--- src/rtl/dmem_arbiter_if.sv ---
// rtl/dmem_arbiter_if.sv - requester-side request/response bundle for the data RAM arbiter
interface dmem_arbiter_if;
    logic        req;
    logic        we;
    logic [1:0]  size;
    logic        is_unsigned;
    logic [31:0] addr;
    logic [31:0] wdata;
    logic        gnt;
    logic        rvalid;
    logic [31:0] rdata;
    logic        err;

    modport master (
        output req, we, size, is_unsigned, addr, wdata,
        input  gnt, rvalid, rdata, err
    );

    modport slave (
        input  req, we, size, is_unsigned, addr, wdata,
        output gnt, rvalid, rdata, err
    );
endinterface

--- src/rtl/dmem_arbiter.sv ---
// rtl/dmem_arbiter.sv - two-port round-robin arbiter in front of a single-port word RAM
module dmem_arbiter #(
    parameter int ADDR_W  = 15,
    parameter bit RR_INIT = 1'b0
) (
    input  logic              clk,
    input  logic              rst_n,
    dmem_arbiter_if.slave     m0,
    dmem_arbiter_if.slave     m1,
    output logic              mem_en,
    output logic [3:0]        mem_we,
    output logic [ADDR_W-1:0] mem_addr,
    output logic [31:0]       mem_wdata,
    input  logic [31:0]       mem_rdata
);
    logic        r_rr;
    logic        r_valid;
    logic        r_owner;
    logic        r_we;
    logic [1:0]  r_size;
    logic        r_uns;
    logic [1:0]  r_off;
    logic        r_err;

    logic        w_gnt0, w_gnt1, w_any, w_sel;
    logic        w_we, w_uns, w_mis;
    logic [1:0]  w_size, w_off;
    logic [31:0] w_addr, w_wdata;
    logic [3:0]  w_lanes;
    logic [31:0] w_lane_data;
    logic [31:0] w_shift, w_fmt, w_resp;
    logic        w_unused;

    // r_rr = 0 favours port 0 when both request
    assign w_gnt0 = rst_n & m0.req & (~m1.req | ~r_rr);
    assign w_gnt1 = rst_n & m1.req & (~m0.req |  r_rr);
    assign w_any  = w_gnt0 | w_gnt1;
    assign w_sel  = w_gnt1;

    assign m0.gnt = w_gnt0;
    assign m1.gnt = w_gnt1;

    assign w_we    = w_sel ? m1.we          : m0.we;
    assign w_size  = w_sel ? m1.size        : m0.size;
    assign w_uns   = w_sel ? m1.is_unsigned : m0.is_unsigned;
    assign w_addr  = w_sel ? m1.addr        : m0.addr;
    assign w_wdata = w_sel ? m1.wdata       : m0.wdata;
    assign w_off   = w_addr[1:0];

    always_comb begin
        w_mis       = 1'b0;
        w_lanes     = 4'hF;
        w_lane_data = w_wdata;
        case (w_size)
            2'd0: begin
                w_lanes     = 4'b0001 << w_off;
                w_lane_data = {4{w_wdata[7:0]}};
            end
            2'd1: begin
                w_mis       = w_off[0];
                w_lanes     = 4'b0011 << w_off;
                w_lane_data = {2{w_wdata[15:0]}};
            end
            default: w_mis = |w_off;
        endcase
    end

    // Misaligned requests are granted but never touch the RAM
    assign mem_en    = w_any & ~w_mis;
    assign mem_we    = (mem_en & w_we) ? w_lanes : 4'h0;
    assign mem_addr  = w_addr[ADDR_W+1:2];
    assign mem_wdata = w_lane_data;
    assign w_unused  = &{1'b0, w_addr[31:ADDR_W+2]};

    always_ff @(posedge clk or negedge rst_n) begin
        if (!rst_n) begin
            r_rr    <= RR_INIT;
            r_valid <= 1'b0;
            r_owner <= 1'b0;
            r_we    <= 1'b0;
            r_size  <= 2'd0;
            r_uns   <= 1'b0;
            r_off   <= 2'd0;
            r_err   <= 1'b0;
        end else begin
            if (m0.req && m1.req)
                r_rr <= ~r_rr;
            r_valid <= w_any;
            r_owner <= w_sel;
            r_we    <= w_we;
            r_size  <= w_size;
            r_uns   <= w_uns;
            r_off   <= w_off;
            r_err   <= w_mis;
        end
    end

    assign w_shift = mem_rdata >> {r_off, 3'b000};

    always_comb begin
        w_fmt = w_shift;
        case (r_size)
            2'd0:    w_fmt = r_uns ? {24'h0, w_shift[7:0]}
                                   : {{24{w_shift[7]}}, w_shift[7:0]};
            2'd1:    w_fmt = r_uns ? {16'h0, w_shift[15:0]}
                                   : {{16{w_shift[15]}}, w_shift[15:0]};
            default: w_fmt = w_shift;
        endcase
    end

    assign w_resp = (r_we | r_err) ? 32'h0 : w_fmt;

    assign m0.rvalid = r_valid & ~r_owner;
    assign m1.rvalid = r_valid &  r_owner;
    assign m0.rdata  = m0.rvalid ? w_resp : 32'h0;
    assign m1.rdata  = m1.rvalid ? w_resp : 32'h0;
    assign m0.err    = m0.rvalid & r_err;
    assign m1.err    = m1.rvalid & r_err;
endmodule

--- src/flat_wrapper.sv ---
// flat-port wrapper written by rule: the top's interface ports become plain ports
module dmem_arbiter_flat 
#(
    parameter int ADDR_W  = 15,
    parameter bit RR_INIT = 1'b0
)
  (clk, rst_n, mem_en, mem_we, mem_addr, mem_wdata, mem_rdata, m0_req, m0_we, m0_size, m0_is_unsigned, m0_addr, m0_wdata, m0_gnt, m0_rvalid, m0_rdata, m0_err, m1_req, m1_we, m1_size, m1_is_unsigned, m1_addr, m1_wdata, m1_gnt, m1_rvalid, m1_rdata, m1_err);
  dmem_arbiter_if m0_i ();
  dmem_arbiter_if m1_i ();
  input  logic clk;
  input  logic rst_n;
  output logic mem_en;
  output logic [3:0] mem_we;
  output logic [ADDR_W-1:0] mem_addr;
  output logic [31:0] mem_wdata;
  input  logic [31:0] mem_rdata;
  input wire logic [$bits(m0_i.req)-1:0] m0_req;
  input wire logic [$bits(m0_i.we)-1:0] m0_we;
  input wire logic [$bits(m0_i.size)-1:0] m0_size;
  input wire logic [$bits(m0_i.is_unsigned)-1:0] m0_is_unsigned;
  input wire logic [$bits(m0_i.addr)-1:0] m0_addr;
  input wire logic [$bits(m0_i.wdata)-1:0] m0_wdata;
  output wire logic [$bits(m0_i.gnt)-1:0] m0_gnt;
  output wire logic [$bits(m0_i.rvalid)-1:0] m0_rvalid;
  output wire logic [$bits(m0_i.rdata)-1:0] m0_rdata;
  output wire logic [$bits(m0_i.err)-1:0] m0_err;
  input wire logic [$bits(m1_i.req)-1:0] m1_req;
  input wire logic [$bits(m1_i.we)-1:0] m1_we;
  input wire logic [$bits(m1_i.size)-1:0] m1_size;
  input wire logic [$bits(m1_i.is_unsigned)-1:0] m1_is_unsigned;
  input wire logic [$bits(m1_i.addr)-1:0] m1_addr;
  input wire logic [$bits(m1_i.wdata)-1:0] m1_wdata;
  output wire logic [$bits(m1_i.gnt)-1:0] m1_gnt;
  output wire logic [$bits(m1_i.rvalid)-1:0] m1_rvalid;
  output wire logic [$bits(m1_i.rdata)-1:0] m1_rdata;
  output wire logic [$bits(m1_i.err)-1:0] m1_err;
  assign m0_i.req = m0_req;
  assign m0_i.we = m0_we;
  assign m0_i.size = m0_size;
  assign m0_i.is_unsigned = m0_is_unsigned;
  assign m0_i.addr = m0_addr;
  assign m0_i.wdata = m0_wdata;
  assign m0_gnt = m0_i.gnt;
  assign m0_rvalid = m0_i.rvalid;
  assign m0_rdata = m0_i.rdata;
  assign m0_err = m0_i.err;
  assign m1_i.req = m1_req;
  assign m1_i.we = m1_we;
  assign m1_i.size = m1_size;
  assign m1_i.is_unsigned = m1_is_unsigned;
  assign m1_i.addr = m1_addr;
  assign m1_i.wdata = m1_wdata;
  assign m1_gnt = m1_i.gnt;
  assign m1_rvalid = m1_i.rvalid;
  assign m1_rdata = m1_i.rdata;
  assign m1_err = m1_i.err;
  dmem_arbiter #(.ADDR_W(ADDR_W), .RR_INIT(RR_INIT)) u_core (.clk(clk), .rst_n(rst_n), .m0(m0_i), .m1(m1_i), .mem_en(mem_en), .mem_we(mem_we), .mem_addr(mem_addr), .mem_wdata(mem_wdata), .mem_rdata(mem_rdata));
endmodule
--- config.mk ---
export PLATFORM = sky130hd
export DESIGN_NAME = dmem_arbiter_flat
export DESIGN_NICKNAME = d
export VERILOG_FILES = /design/src/rtl/dmem_arbiter_if.sv /design/src/rtl/dmem_arbiter.sv /design/src/flat_wrapper.sv
export SDC_FILE = /design/constraint.sdc
export NUM_CORES = 1
export LEC_CHECK = 0
export ABC_AREA = 1
export ABC_CLOCK_PERIOD_IN_PS = 4700
export CAP_MARGIN = 5
export CORE_AREA = 8 8 109 111
export CTS_BUF_LIST = sky130_fd_sc_hd__clkbuf_4
export CTS_CLUSTER_SIZE = 28
export DETAILED_ROUTE_END_ITERATION = 12
export DIE_AREA = 0 0 117 119
export PLACE_DENSITY = 0.8
export SYNTH_ARGS = -nofsm -noshare
export SYNTH_HDL_FRONTEND = slang
export SYNTH_SLANG_ARGS = --single-unit
--- constraint.sdc ---
create_clock -name clk -period 4.7 [get_ports clk]
set_clock_uncertainty 0.2 [all_clocks]
set_input_delay 0.94 -clock clk [delete_from_list [all_inputs] [get_ports clk]]
set_output_delay 0.94 -clock clk [all_outputs]
set_load 0.02 [all_outputs]
---- Yosys cells after proc, flatten, opt, wreduce, memory -nomap -nowiden ----
Cells that the tools add are included.
operators by class
  bitwise gates (word level) .............. 19
  shift-type cells ........................ 3
  multiplexer cells ....................... 15
  equality and inequality tests ........... 2
  reduce and logical (&&, ||, !) cells .... 4
operators with widths
  cell                                                                   number
  32-bit two-way mux                                                     6
  32-bit one-hot mux with 2 select lines                                 2
  32-bit by 5-bit >> shifter with 32-bit output                          1
  17-bit two-way mux                                                     1
  1-bit AND                                                              10
  4-bit one-hot mux with 2 select lines                                  1
  1-bit inverter                                                         5
  2-bit by 1-bit equality test with 1-bit output, second input constant  2
  2-bit zero test                                                        2
  4-bit two-way mux                                                      1
  1-bit OR                                                               4
  1-bit by 2-bit left shift with 4-bit output, first input constant      1
  2-bit by 2-bit left shift with 4-bit output, first input constant      1
  1-bit two-way mux                                                      2
  2-bit two-way mux                                                      1
  1-bit one-hot mux with 2 select lines                                  1
  2-bit OR reduction                                                     1
  1-bit logical AND                                                      1
storage, ports and cells
  register bits ........................... 10
  logic and storage cells ................. 51

---- Logic depth before layout (Yosys ltp) ----
Gate-level depths: netlist (run 1).
  depth after elaboration ................. 10
  gate-level depth with buffers ........... 11

---- Worst setup path after synthesis (run 1) ----
Ideal clock, no wire load.
  path kind ............................... input to output
  from .................................... input m1_req
  to ...................................... output mem_wdata[16]
  stages .................................. 10
  path buffers ............................ 2
  slack ................................... 1.420 ns
  arrival ................................. 2.140 ns
  data required time ...................... 3.560 ns
  cells stage by stage .................... nand2_1 > inv_2 > nand2_2 > buf_6 > inv_2 > buf_6 > nand2_1 > nand2_1 > nor2_1 > a31oi_1
between the ends
  word-level cells in the longest chain between the ends .. 5
ends and longest elaborated chain
  what                                                                                      RTL line            source
  from (decl)                                                                               flat_wrapper.sv:27  input wire logic [$bits(m1_i.req)-1:0] m1_req;
  1-bit AND (*) (2 in series)                                                               dmem_arbiter.sv:36  assign w_gnt1 = rst_n & m1.req & (~m0.req | r_rr);
  2-bit two-way mux                                                                         dmem_arbiter.sv:44  assign w_size = w_sel ? m1.size : m0.size;
  2-bit by 1-bit equality test with 1-bit output / 2-bit zero test (equally long branches)  dmem_arbiter.sv:54  case (w_size)
  32-bit one-hot mux with 2 select lines (*)                                                dmem_arbiter.sv:54
  to (decl)                                                                                 flat_wrapper.sv:15  output logic [31:0] mem_wdata;
Every way passes the cells marked *; elsewhere a longest branch is shown, timed or not.

---- Worst setup path in the final report (run 1) ----
  from .................................... input m1_req
  to ...................................... output mem_wdata[31]
Same word-level chain as after synthesis.

==> results of run 1 <==
## metal layers
metal  up-vias  wire length, um  track usage, %
met5         -                0               0
met4         0              293           4.804
met3        17             1902           7.731
met2       216             6983           35.54
met1      1783             4937           18.86
li1       2167                -               -
## registers in the layout, indices dropped and copies added (netlist names)
signal and flops:
u_core.r_valid 1, u_core.r_uns 1, u_core.r_rr 1, u_core.r_off 2, u_core.r_size 2, u_core.r_err 1
u_core.r_we 1, u_core.r_owner 1
## stage by stage
stage | power [mW] | cell area, um^2 | util, % | instances | hold slack, ns
6_report | 0.7959 | 5364 | 53.15 | 909 | 0.3879
5_1_grt | 0.8642 | 5364 | 53.15 | 909 | 0.4148
4_1_cts | 0.8065 | 5364 | 53.15 | 909 | 0.3937
3_5_place_dp | 0.7477 | 5338 | 52.89 | 905 | 0.3804
3_3_place_gp | 0.7463 | 5338 | 52.89 | 905 | 0.3793
2_1_floorplan | 0.4634 | 2826 | - | 551 | 0.3486
## cells by family (layout without fill, tap and decap cells)
group | after synthesis | in the layout | synth area share, %
flops | 10 | 10 | 8.853
compound gates | 68 | 68 | 15.18
buf+inv | 84 | 306 | 17.22
simple gates | 389 | 389 | 58.74
## report_power, final
group	internal (mW)	switching, mW	total (mW)
combinational	0.296	0.340	0.637
clock	0.0304	0.0246	0.0550
sequential	0.0945	0.00973	0.104
## how the worst max path moves through the flow
stage	depth (start not counted)	from	slack, ns	end
floorplan	10	m1_req	1.42	mem_wdata[16]
global placement	10	m1_req	0.23	mem_wdata[31]
detailed placement	11	m1_req	0.23	mem_wdata[18]
CTS	10	m1_req	0.22	mem_wdata[31]
global route	11	m1_req	0.08	mem_wdata[21]
finish	10	m1_req	0.24	mem_wdata[31]
## worst register-to-register path, stage by stage (launching register included)
cell	delay (ns)
dfrtp_1	0.40
inv_2	0.08
nand2_4	0.07
nand2_2	0.21
buf_4	0.38
nand2_1	0.10
nand2_1	0.12
## cell type report
type                    count  area [um^2]  share of cell area (%)
repair buffers            272         2713                   50.57
clock buffers               3        22.52                  0.4199
inverters                  30        115.1                   2.146
well taps                 136        170.2                   3.172
flip-flops and latches     10        250.2                   4.665
clock inverters             1        3.754                 0.06998
multi-input cells         457         2090                   38.95
## cells in the final DEF, fill, tap and decap left out, types with 3 or more instances in the layout
| cell | count |
|---|---|
| clkdlybuf4s50_1 | 263 |
| nand2_1 | 233 |
| nor2_1 | 88 |
| nand3_1 | 44 |
| inv_1 | 25 |
| o21ai_0 | 23 |
| a21oi_1 | 18 |
| dfrtp_1 | 10 |
| or2_2 | 8 |
| o211ai_2 | 8 |
| a31oi_1 | 8 |
| buf_4 | 8 |
| nand2_4 | 7 |
| o211ai_1 | 7 |
| inv_2 | 4 |
| o21ai_1 | 3 |
| clkbuf_4 | 3 |
==> results.ini, run 1 <==
[outcome]
outcome = finished clean

[synthesis]
async_reset_ff_share_pct = 100.0
synth_seq_area_share_pct = 8.853
synthFlopType = dfrtp_1
synth_area_leaders = nand2_1 31%, nor2_1 12%, dfrtp_1 8.9%
synth_edf_count = 0
synth_cells = 551
synth_common_cells = 233 x nand2_1, 88 x nor2_1, 44 x nand3_1, 25 x inv_1, 23 x o21ai_0
synth_seq_cells = 10
synth.most_common_cell = nand2_1
mappedNetlistArea_um2 = 2826
synth_cell_types = 29
synth_warnings = 0
synth.largest_area_cell = nand2_1
synth_top_area_share_pct = 30.94
avgSynthCellArea_um2 = 5.130
synth_nets = 723

[clocking]
clk_root_buffer_cell = clkbuf_4
cts_tree = built
clk_pin_slew_ns = 0.06
cts_resized = 0
hold_buffers = 0
cts_buffers = 3
clock_latency_ns = 0.25
clk_path_buf_depth = 2
htree_levels = 1
postCtsSetupRepairBufs = 0
clock-sinks = 10

[min_path]
min_path_type = flip-flop to flip-flop
holdPathEnd = u_core.r_rr
whs_path_depth = 2
hold_path_startpoint = u_core.r_rr

[power]
irDropWorstVdd_mv = 0.1013
leakage_nw = 2.311
power_density_nw_per_um2 = 148.4

[critical_path]
r2r_setup_slack_ns = 3.06
worst-path-buf-inv = 6
reg2reg_from = u_core.r_rr
path_max_fanout = 27
crit_chain = clkdlybuf4s50_1 > nand2_1 > inv_2 > nand2_2 > inv_2 > buf_12 > buf_4 > o211ai_2 > nand3_1 > clkdlybuf4s50_1
slowest_stage = clkdlybuf4s50_1
startpoint_type = primary input
arrival_ns = 3.32
critPathRequiredTime_ns = 3.56
reg2reg_depth = 6
path_class = primary input to output port
end_kind = output port
r2r-end = u_core.r_uns
crit_family = buffers and inverters
cpPeakStageDelay_ns = 0.64

[place]
hpwl_um = 12040
numPortBuffers = 263
place_ws_ns = 0.2257
gp_congestion = 0.8740

[layout]
fin_nets = 946
drive_gt1_share_pct = 5.951
areaGrowthSynthToFinish_pct = 89.77
antennaDiodeCount = 0
fillCellCount = 1005

[floorplan]
die_w_um = 117
io_pins = 294
die-height_um = 119
initial_core_util_pct = 28.01
rows = 37
coreArea_um2 = 10090
die_area_um2 = 13920

[timing]
fin_ws_ns = 0.2407
finalSetupViolations = 0
tightest_slew_ns = 1.113
final_max_slew_viol_count = 0
maxSlewHeadroom_pct = 25.61
period_share_pct = 94.88
hold_viol_final = 0
rsz0062_at_grt = false
fmax_mhz = 224.3
setup_tns_ns = 0
fin_crit_ns = 4.459

[routing]
ant_nets = 0
drcViolationCount = 0
viasPerCell = 4.602
drt_pass1_iterations = 4
drt_iter0_markers = 265
avgRoutedWirePerCell_um = 15.53
num_vias = 4183
wirelength_um = 14120

[global_routing]
grt_antenna_before_repair = 0
grt_first_pass_wirelength_um = 21370
track_usage_pct = 19.04
grt_start_max_net_pins = 39
grt_pass1_vias = 4161
grt_overflow = 0

[flow_run]
drv_cap = 0

No activity file was read; power rests on OpenSTA's default activity.
==> run 2, diff against run 1 <==
--- a/config.mk
+++ b/config.mk
@@ -6,13 +6,13 @@
 export NUM_CORES = 1
 export LEC_CHECK = 0
 export ABC_AREA = 1
-export ABC_CLOCK_PERIOD_IN_PS = 4700
+export ABC_CLOCK_PERIOD_IN_PS = 4000
 export CAP_MARGIN = 5
-export CORE_AREA = 8 8 109 111
+export CORE_MARGIN = 8
+export CORE_UTILIZATION = 27
 export CTS_BUF_LIST = sky130_fd_sc_hd__clkbuf_4
 export CTS_CLUSTER_SIZE = 28
 export DETAILED_ROUTE_END_ITERATION = 12
-export DIE_AREA = 0 0 117 119
 export PLACE_DENSITY = 0.8
 export SYNTH_ARGS = -nofsm -noshare
 export SYNTH_HDL_FRONTEND = slang
==> constraint.sdc (replaced) <==
create_clock -name clk -period 4 [get_ports clk]
set_clock_uncertainty 0.2 [all_clocks]
set_input_delay 0.8 -clock clk [delete_from_list [all_inputs] [get_ports clk]]
set_output_delay 0.8 -clock clk [all_outputs]
set_load 0.02 [all_outputs]
==> run 2 against run 1 <==
  * Total power increased by 20%
  * Largest cell class unchanged
  * First-iteration DRC count increased by 26%
  * Final area up 3.6%
  * Non-clock buffer count rose by 14
  * Combinational power increased by 20%
  * Sequential share of layout area decreased by 0.16 points
  * Die area is 0.54% higher
  * Global-route usage decreased by 0.26 points
  * Worst hold slack better by 0.015 ns
  * Flip-flop and latch count unchanged
  * Via count increased by 2.2%
  * Core utilization increased by 1.1 points
==> results.ini, run 2 (synthesized netlist as in run 1, its figures left out) <==
[floorplan]
die-height_um = 118.3  ; -0.58%
die_w_um = 118.3  ; +1.1%
coreArea_um2 = 10230  ; +1.4%
rows = 37  ; unchanged
die_area_um2 = 14000  ; +0.54%
io_pins = 294  ; unchanged
initial_core_util_pct = 27.63  ; -0.38 points

[outcome]
outcome = finished clean

[critical_path]
critPathRequiredTime_ns = 3.00  ; -0.56 ns
cp-startpoint = m0_req
end_kind = output port
r2r-end = u_core.r_err
startpoint_type = primary input
reg2reg_from = u_core.r_rr
arrival_ns = 2.92  ; -0.40 ns
path_max_fanout = 10  ; -63%
r2r_setup_slack_ns = 2.35  ; -0.71 ns
path_class = primary input to output port
reg2reg_depth = 9  ; +3

[layout]
final_common_cell = clkdlybuf4s50_1
antennaDiodeCount = 0  ; unchanged
drive_gt1_share_pct = 7.751  ; +1.8 points
fin_nets = 960  ; +1.5%
fillCellCount = 1027  ; +2.2%
stdcell_count = 923  ; +1.5%
fin_util_pct = 54.30  ; +1.1 points
largestRegisters = u_core.r_off x2, u_core.r_size x2
final_cell_mix = 243 x clkdlybuf4s50_1, 233 x nand2_1, 88 x nor2_1, 44 x nand3_1, 24 x inv_1
fin_area_um2 = 5555  ; +3.6%
areaGrowthSynthToFinish_pct = 96.55

[routing]
drt_iter0_markers = 333  ; +26%
ant_nets = 0  ; unchanged
drcViolationCount = 0  ; unchanged
avgRoutedWirePerCell_um = 15.02  ; -3.3%
viasPerCell = 4.631  ; +0.63%
wirelength_um = 13860  ; -1.8%
num_vias = 4274  ; +2.2%
drt_pass1_iterations = 6  ; +2

[power]
power_mw = 0.9533  ; +20%
leakage_nw = 2.615  ; +13%
power_density_nw_per_um2 = 171.6  ; +16%
irDropWorstVdd_mv = 0.1141  ; +13%

[global_routing]
grt_start_max_net_pins = 39  ; unchanged
grt_pass1_vias = 4284  ; +3.0%
grt_overflow = 0  ; unchanged
track_usage_pct = 18.78  ; -0.26 points
grt_first_pass_wirelength_um = 21940  ; +2.6%
grt_antenna_before_repair = 0  ; unchanged

[min_path]
holdPathEnd = u_core.r_rr
hold_path_startpoint = u_core.r_rr
min_path_type = flip-flop to flip-flop
whs_path_depth = 2  ; unchanged

[timing]
hold_viol_final = 0  ; unchanged
final_max_slew_viol_count = 0  ; unchanged
setup_tns_ns = 0  ; unchanged
finalSetupViolations = 0  ; unchanged
tightest_slew_ns = 0.9921  ; -0.1210 ns
rsz0062_at_grt = false
fin_crit_ns = 3.917
fin_ws_ns = 0.08303  ; -0.1577 ns
fmax_mhz = 255.3
hold-worst-slack_ns = 0.4030  ; +0.01505 ns
maxSlewHeadroom_pct = 33.79  ; +8.2 points
period_share_pct = 97.92

[clocking]
clock-sinks = 10  ; unchanged
htree_levels = 1  ; unchanged
clock_latency_ns = 0.25  ; about the same
clk_pin_slew_ns = 0.06  ; about the same
clk_path_buf_depth = 2  ; unchanged
cts_tree = built
cts_buffers = 3  ; unchanged
clk_root_buffer_cell = clkbuf_4

[place]
numPortBuffers = 263  ; unchanged
dpl_cell_area_um2 = 5468  ; +2.4%
place_inst = 919  ; +1.5%
place_ws_ns = 0.02539  ; -0.2003 ns
gp_congestion = 0.9119  ; +4.3%
hpwl_um = 11750  ; -2.4%

[flow_run]
drv_cap = 0  ; unchanged

## run 2: changes by cell type in the layout (fill, tap and decap cells not counted)
cell             previous run  this run
clkdlybuf4s50_1           263       243
dlymetal6s2s_1              0        20
buf_4                       8        19
buf_12                      1         3
buf_6                       0         1
inv_1                      25        24
inv_2                       4         5
nand3_2                     1         0
nand3_4                     0         1
o21ai_0                    23        22
o21ai_1                     3         4
## run 2: worst max-delay path by stage
| stage | endpoint | cells past startpoint |
|---|---|---|
| 2_1_floorplan | mem_wdata[16] | 10 |
| 3_3_place_gp | mem_we[0] | 7 |
| 3_5_place_dp | mem_wdata[27] | 10 |
| 4_1_cts | mem_wdata[27] | 10 |
| 5_1_grt | mem_wdata[11] | 11 |
| 6_report | mem_wdata[26] | 10 |
## run 2: power by group
| part | switching [mW] | leakage, nW | total (mW) | internal, mW |
|---|---|---|---|---|
| logic | 0.405 | 2.48 | 0.765 | 0.360 |
| clock network | 0.0299 | 0.0154 | 0.0657 | 0.0358 |
| registers | 0.0119 | 0.119 | 0.123 | 0.111 |
| total | 0.446 | 2.61 | 0.953 | 0.507 |
## run 2: routing by layer
layer  share of wire [%]  vias up  track usage (%)
li1                    -     2195                -
met1                  38     1825            20.47
met2                  47      228            32.65
met3                  11       26            7.044
met4                 3.2        0            6.805
met5                   0        -                0
## run 2: layout make-up
| class | instances | area, um^2 | area share [%] |
|---|---|---|---|
| Clock buffer | 3 | 22.52 | 0.4054 |
| Clock inverter | 1 | 3.754 | 0.06757 |
| Inverter | 30 | 115.1 | 2.072 |
| Multi-Input combinational cell | 457 | 2097 | 37.75 |
| Sequential cell | 10 | 250.2 | 4.505 |
| Tap cell | 136 | 170.2 | 3.063 |
| Timing Repair Buffer | 286 | 2897 | 52.14 |
## run 2: timing repair
action                                  CTS  global route
resized for setup                         0            24
endpoints found under the setup margin    0            40
hold buffers                              0             0
buffers inserted                          0             0
## run 2: worst max-delay path, stage by stage
cell and delay (ns):
clkdlybuf4s50_1 0.53, nand2_4 0.07, buf_4 0.15, nand3_1 0.13, nand2_4 0.08, inv_4 0.15
buf_4 0.21, o211ai_2 0.09, nand3_1 0.10, clkdlybuf4s50_1 0.61
==> run 3, diff against run 2 <==
--- a/config.mk
+++ b/config.mk
@@ -17,3 +17,4 @@
 export SYNTH_ARGS = -nofsm -noshare
 export SYNTH_HDL_FRONTEND = slang
 export SYNTH_SLANG_ARGS = --single-unit
+export TNS_END_PERCENT = 5
==> results of run 3 <==
Same layout as run 2: the final DEF is identical, and so are final timing and power.
